`src/rtl/pipe_stage_elastic.sv`:
```
// Elastic pipeline register: valid/ready handshake, 2-entry skid buffer, registered in_ready, flush.
// Optional saturating backpressure counter enabled by defining PIPE_STAGE_PERF_EN.
module pipe_stage_elastic #(
  parameter int unsigned WIDTH          = 32,
  parameter bit          CLEAR_ON_FLUSH = 1'b1
`ifdef PIPE_STAGE_PERF_EN
  ,
  parameter int unsigned CNT_W          = 16
`endif
) (
  input  logic             clk,
  input  logic             reset,
  input  logic             flush_i,
  input  logic             in_valid_i,
  output logic             in_ready_o,
  input  logic [WIDTH-1:0] in_data_i,
  output logic             out_valid_o,
  input  logic             out_ready_i,
  output logic [WIDTH-1:0] out_data_o
`ifdef PIPE_STAGE_PERF_EN
  ,
  input  logic             perf_clr_i,
  output logic [CNT_W-1:0] stall_cnt_o
`endif
);

  typedef enum logic [1:0] {
    StEmpty = 2'b00,
    StBusy  = 2'b01,
    StFull  = 2'b10
  } state_e;

  state_e           state_q, state_d;
  logic [WIDTH-1:0] main_q, main_d;
  logic [WIDTH-1:0] skid_q, skid_d;
  logic             in_fire, out_fire;

  // Handshake outputs come straight from the state register: no combinational ready path.
  assign out_valid_o = (state_q != StEmpty);
  assign in_ready_o  = (state_q != StFull);
  assign out_data_o  = main_q;

  assign in_fire  = in_valid_i & in_ready_o;
  assign out_fire = out_valid_o & out_ready_i;

  always_comb begin
    state_d = state_q;
    main_d  = main_q;
    skid_d  = skid_q;
    if (flush_i) begin
      state_d = StEmpty;
      if (CLEAR_ON_FLUSH) begin
        main_d = '0;
        skid_d = '0;
      end
    end else begin
      unique case (state_q)
        StEmpty: begin
          if (in_fire) begin
            state_d = StBusy;
            main_d  = in_data_i;
          end
        end
        StBusy: begin
          if (in_fire && out_fire) begin
            main_d = in_data_i;
          end else if (in_fire) begin
            state_d = StFull;
            skid_d  = in_data_i;
          end else if (out_fire) begin
            state_d = StEmpty;
          end
        end
        StFull: begin
          // in_ready is low here, so only the skid->main move can happen.
          if (out_fire) begin
            state_d = StBusy;
            main_d  = skid_q;
          end
        end
        default: state_d = StEmpty;
      endcase
    end
  end

  always_ff @(posedge clk or posedge reset) begin
    if (reset) begin
      state_q <= StEmpty;
      main_q  <= '0;
      skid_q  <= '0;
    end else begin
      state_q <= state_d;
      main_q  <= main_d;
      skid_q  <= skid_d;
    end
  end

`ifdef PIPE_STAGE_PERF_EN
  localparam logic [CNT_W-1:0] CntOne = 1;

  logic [CNT_W-1:0] stall_cnt_q, stall_cnt_d;

  always_comb begin
    stall_cnt_d = stall_cnt_q;
    if (perf_clr_i) begin
      stall_cnt_d = '0;
    end else if (out_valid_o && !out_ready_i && (stall_cnt_q != '1)) begin
      stall_cnt_d = stall_cnt_q + CntOne;
    end
  end

  always_ff @(posedge clk or posedge reset) begin
    if (reset) begin
      stall_cnt_q <= '0;
    end else begin
      stall_cnt_q <= stall_cnt_d;
    end
  end

  assign stall_cnt_o = stall_cnt_q;
`endif

  state_legal_a: assert property (@(posedge clk) disable iff (reset) state_q != 2'b11);

endmodule

```
`config.mk`:
```
export PLATFORM = sky130hd
export DESIGN_NAME = pipe_stage_elastic
export DESIGN_NICKNAME = d
export VERILOG_FILES = /design/src/rtl/pipe_stage_elastic.sv
export SDC_FILE = /design/constraint.sdc
export NUM_CORES = 1
export LEC_CHECK = 0
export BUFFER_PORTS_ARGS = -buffer_cell sky130_fd_sc_hd__clkbuf_2
export CAP_MARGIN = 20
export CORE_ASPECT_RATIO = 1.4
export CORE_MARGIN = 2
export CORE_UTILIZATION = 25
export DETAILED_ROUTE_END_ITERATION = 8
export MAX_ROUTING_LAYER = met4
export PLACE_DENSITY = 0.54
export SLEW_MARGIN = 25
export SYNTH_ARGS = -nofsm -noshare
export SYNTH_HDL_FRONTEND = slang
export SYNTH_SLANG_ARGS = --single-unit
```
`constraint.sdc`:
```
create_clock -name clk -period 5.6 [get_ports clk]
set_input_delay 0.56 -clock clk [delete_from_list [all_inputs] [get_ports clk]]
set_output_delay 0.56 -clock clk [all_outputs]
set_load 0.1 [all_outputs]
```
==> metrics.yaml <==
status:
  outcome: "completed"
die:
  io_pins: 71
  die_y_um: 138
  initial_core_util: 0.253
  coreArea_mm2: 0.0127
  die_area_mm2: 0.0138
  num_rows: 49
  die_w_um: 99.8
logic_synthesis:
  ys_ff_latch: 66
  synth_mux_area_frac: 0.103
  synthesis.nets: 290
  synth_top_family_by_area: "compound AO/OA/AOI/OAI gates"
  async_reset_ff_frac: 1.00
  synth_cell_types: 27
  yosys-top-cells-area: "dfrtp_1 (51%), a211oi_2 (12%), mux2i_1 (10%)"
  avgSynthCellArea_um2: 13.0
  synth_edf_count: 0
  synth_compound_area_frac: 0.232
  synthCells: 248
  yosysTopAreaCellShare: 0.514
  ys.flop_type: "dfrtp_1"
  synth-xor-area-share: 0
  syn_area_mm2: 0.00321
  ys_seq_area_frac: 0.514
  synth_top_cell_by_area: "dfrtp_1"
  yosys.area_share.simple: 0.0701
  synth_adder_area_share: 0.0195
  yosysWarnings: 0
place:
  dp_hpwl_um: 5570
  gp_congestion: 0.726
  numPortBuffers: 70
  postPlaceCellArea_mm2: 0.00366
  pre_cts_ws_ps: 2720
  place_inst: 453
global_route:
  grt-ovfl-total: 0
  grt_pass1_wl_um: 13300
  globalRouteTotalUtil: 0.129
  grt_max_degree: 67
  antenna_found_initial: 0
  grt_pass1_vias: 2443
setup_path:
  critical_path_required_ps: 5760
  critPathLaunchType: "register"
  crit_type: "register to register"
  crit_arrival_ps: 3010
  reg2reg_from: "state_q[1]"
  reg2reg_depth: 7
  endpoint_kind: "register"
  path_max_fanout: 33
  worst_r2r_endpoint: "out_data_o[14]"
  reg2reg_slack_ps: 2740
detailed_routing:
  dr_wl_met3_um: 367
  vias_per_cell: 4.86
  num_vias: 2280
  first_iter_violations: 118
  wl_met1_um: 3470
  wirelength_um: 8380
  drcViolationCount: 0
  top_layer: "met4"
  firstDrtPassIters: 4
  final_antenna_net_count: 0
  wl_met2_um: 4400
  post_drt_wl_per_cell_um: 17.9
timing:
  finalWorstPathRequiredPeriod_ps: 2860
  final_max_slew_viol_count: 0
  hold_violations: 0
  fmax_mhz: 350
  setup_viol_count_final: 0
  layout_setup_ws_ps: 2740
  tns_ps: 0
  rsz0062_at_grt: "no"
  relSlewSlack: 0.349
  timing.final.crit_share: 0.510
  worst_slew_pin_slew_ps: 976
  hold_slack_ps: 453
  fin_skew_ps: 5.99
power:
  p_leak_nw: 1.76
  powerDensity_mw_per_mm2: 650
  ir_drop_mv: 0.213
clocking:
  cts_tree: "built"
  post_cts_resized: 0
  clk_pin_slew_ps: 60
  root_buffer: "clkbuf_16"
  cts_setup_buffers: 0
  clock-sinks: 66
  clock_latency_ps: 330
  cts_max_path_buffers: 2
  h-tree-depth: 3
  ctsHoldBuffers: 0
  cts_inserted_buffers: 9
layout:
  final.fill_count: 1282
  antenna_cells: 0
  final_cells: 469
  layout-drive-gt1-share: 0.415
  fin_area_mm2: 0.00396
  fin_nets: 353
  syn_to_final_growth_pct: 23.3
  most-common-layout-cells: "clkbuf_2 (70), dfrtp_1 (66), a22o_1 (32), mux2i_1 (32), nor3_1 (32)"
  mostFrequentLayoutCell: "clkbuf_2"
hold_path:
  hold_path_class: "input port to async pin"
run:
  maxCapViolCount: 0
## power breakdown
part	internal (mW)	switching, mW
sequential	0.591	0.0744
clock	0.366	0.200
combinational	0.312	1.03
total	1.27	1.31
## logic make-up (layout without fill, tap and decap cells)
group | count (synthesis) | count (layout)
AOI/OAI and AO/OA | 71 | 71
DFF | 66 | 66
and+or+nand+nor | 42 | 42
muxes | 33 | 33
buffers and inverters | 31 | 99
adders and majority gates | 5 | 5
## cell usage after synthesis (2+ instances only)
cell type,number
dfrtp_1,66
a22o_1,32
mux2i_1,32
nor3_1,32
a211oi_2,30
buf_2,12
inv_1,7
clkbuf_1,5
ha_1,5
buf_12,3
buf_4,3
nor2_1,3
a211oi_1,2
a21oi_1,2
nand2b_1,2
## routing by layer
metal,global-route usage,vias up
li1,-,1069
met1,0.144,1166
met2,0.214,37
met3,0.0399,8
met4,0.0497,0
met5,-,-
## registers in the layout, summed over array words and instances (netlist names)
signal,count
out_data_o,32
skid_q,32
state_q,2
## per-stage QoR
step / utilization / power, mW
floorplan: - / 1.85
global placement: 0.287 / 2.00
detailed placement: 0.288 / 2.03
CTS: 0.312 / 2.61
global route: 0.312 / 2.70
finish: 0.312 / 2.58
## final cells by class
cell class | instances | area [µm²] | share of cell area
clock inverter | 5 | 52.6 | 0.0133
multi-input combinational | 151 | 1390 | 0.352
clock buffer | 11 | 253 | 0.0638
sequential | 66 | 1650 | 0.417
inverter | 7 | 26.3 | 0.00663
timing repair buffer | 76 | 395 | 0.0997
tap | 153 | 191 | 0.0483
## worst max path at each step
stage,start,endpoint,slack [ps]
6_report,state_q[1],out_data_o[14],2740
4_1_cts,state_q[0],out_data_o[14],2730
3_5_place_dp,state_q[0],out_data_o[15],2720
5_1_grt,state_q[0],out_data_o[15],2590
3_3_place_gp,state_q[0],out_data_o[15],2890
2_1_floorplan,reset,out_data_o[0],3390
## critical path, stage by stage (launching register included)
cell and delay (ps):
dfrtp_1 440, inv_1 110, ha_1 280, inv_1 80, a2111oi_4 320, buf_4 410, or2_2 840, a211oi_1 170
(Power assumes the default switching activity.)
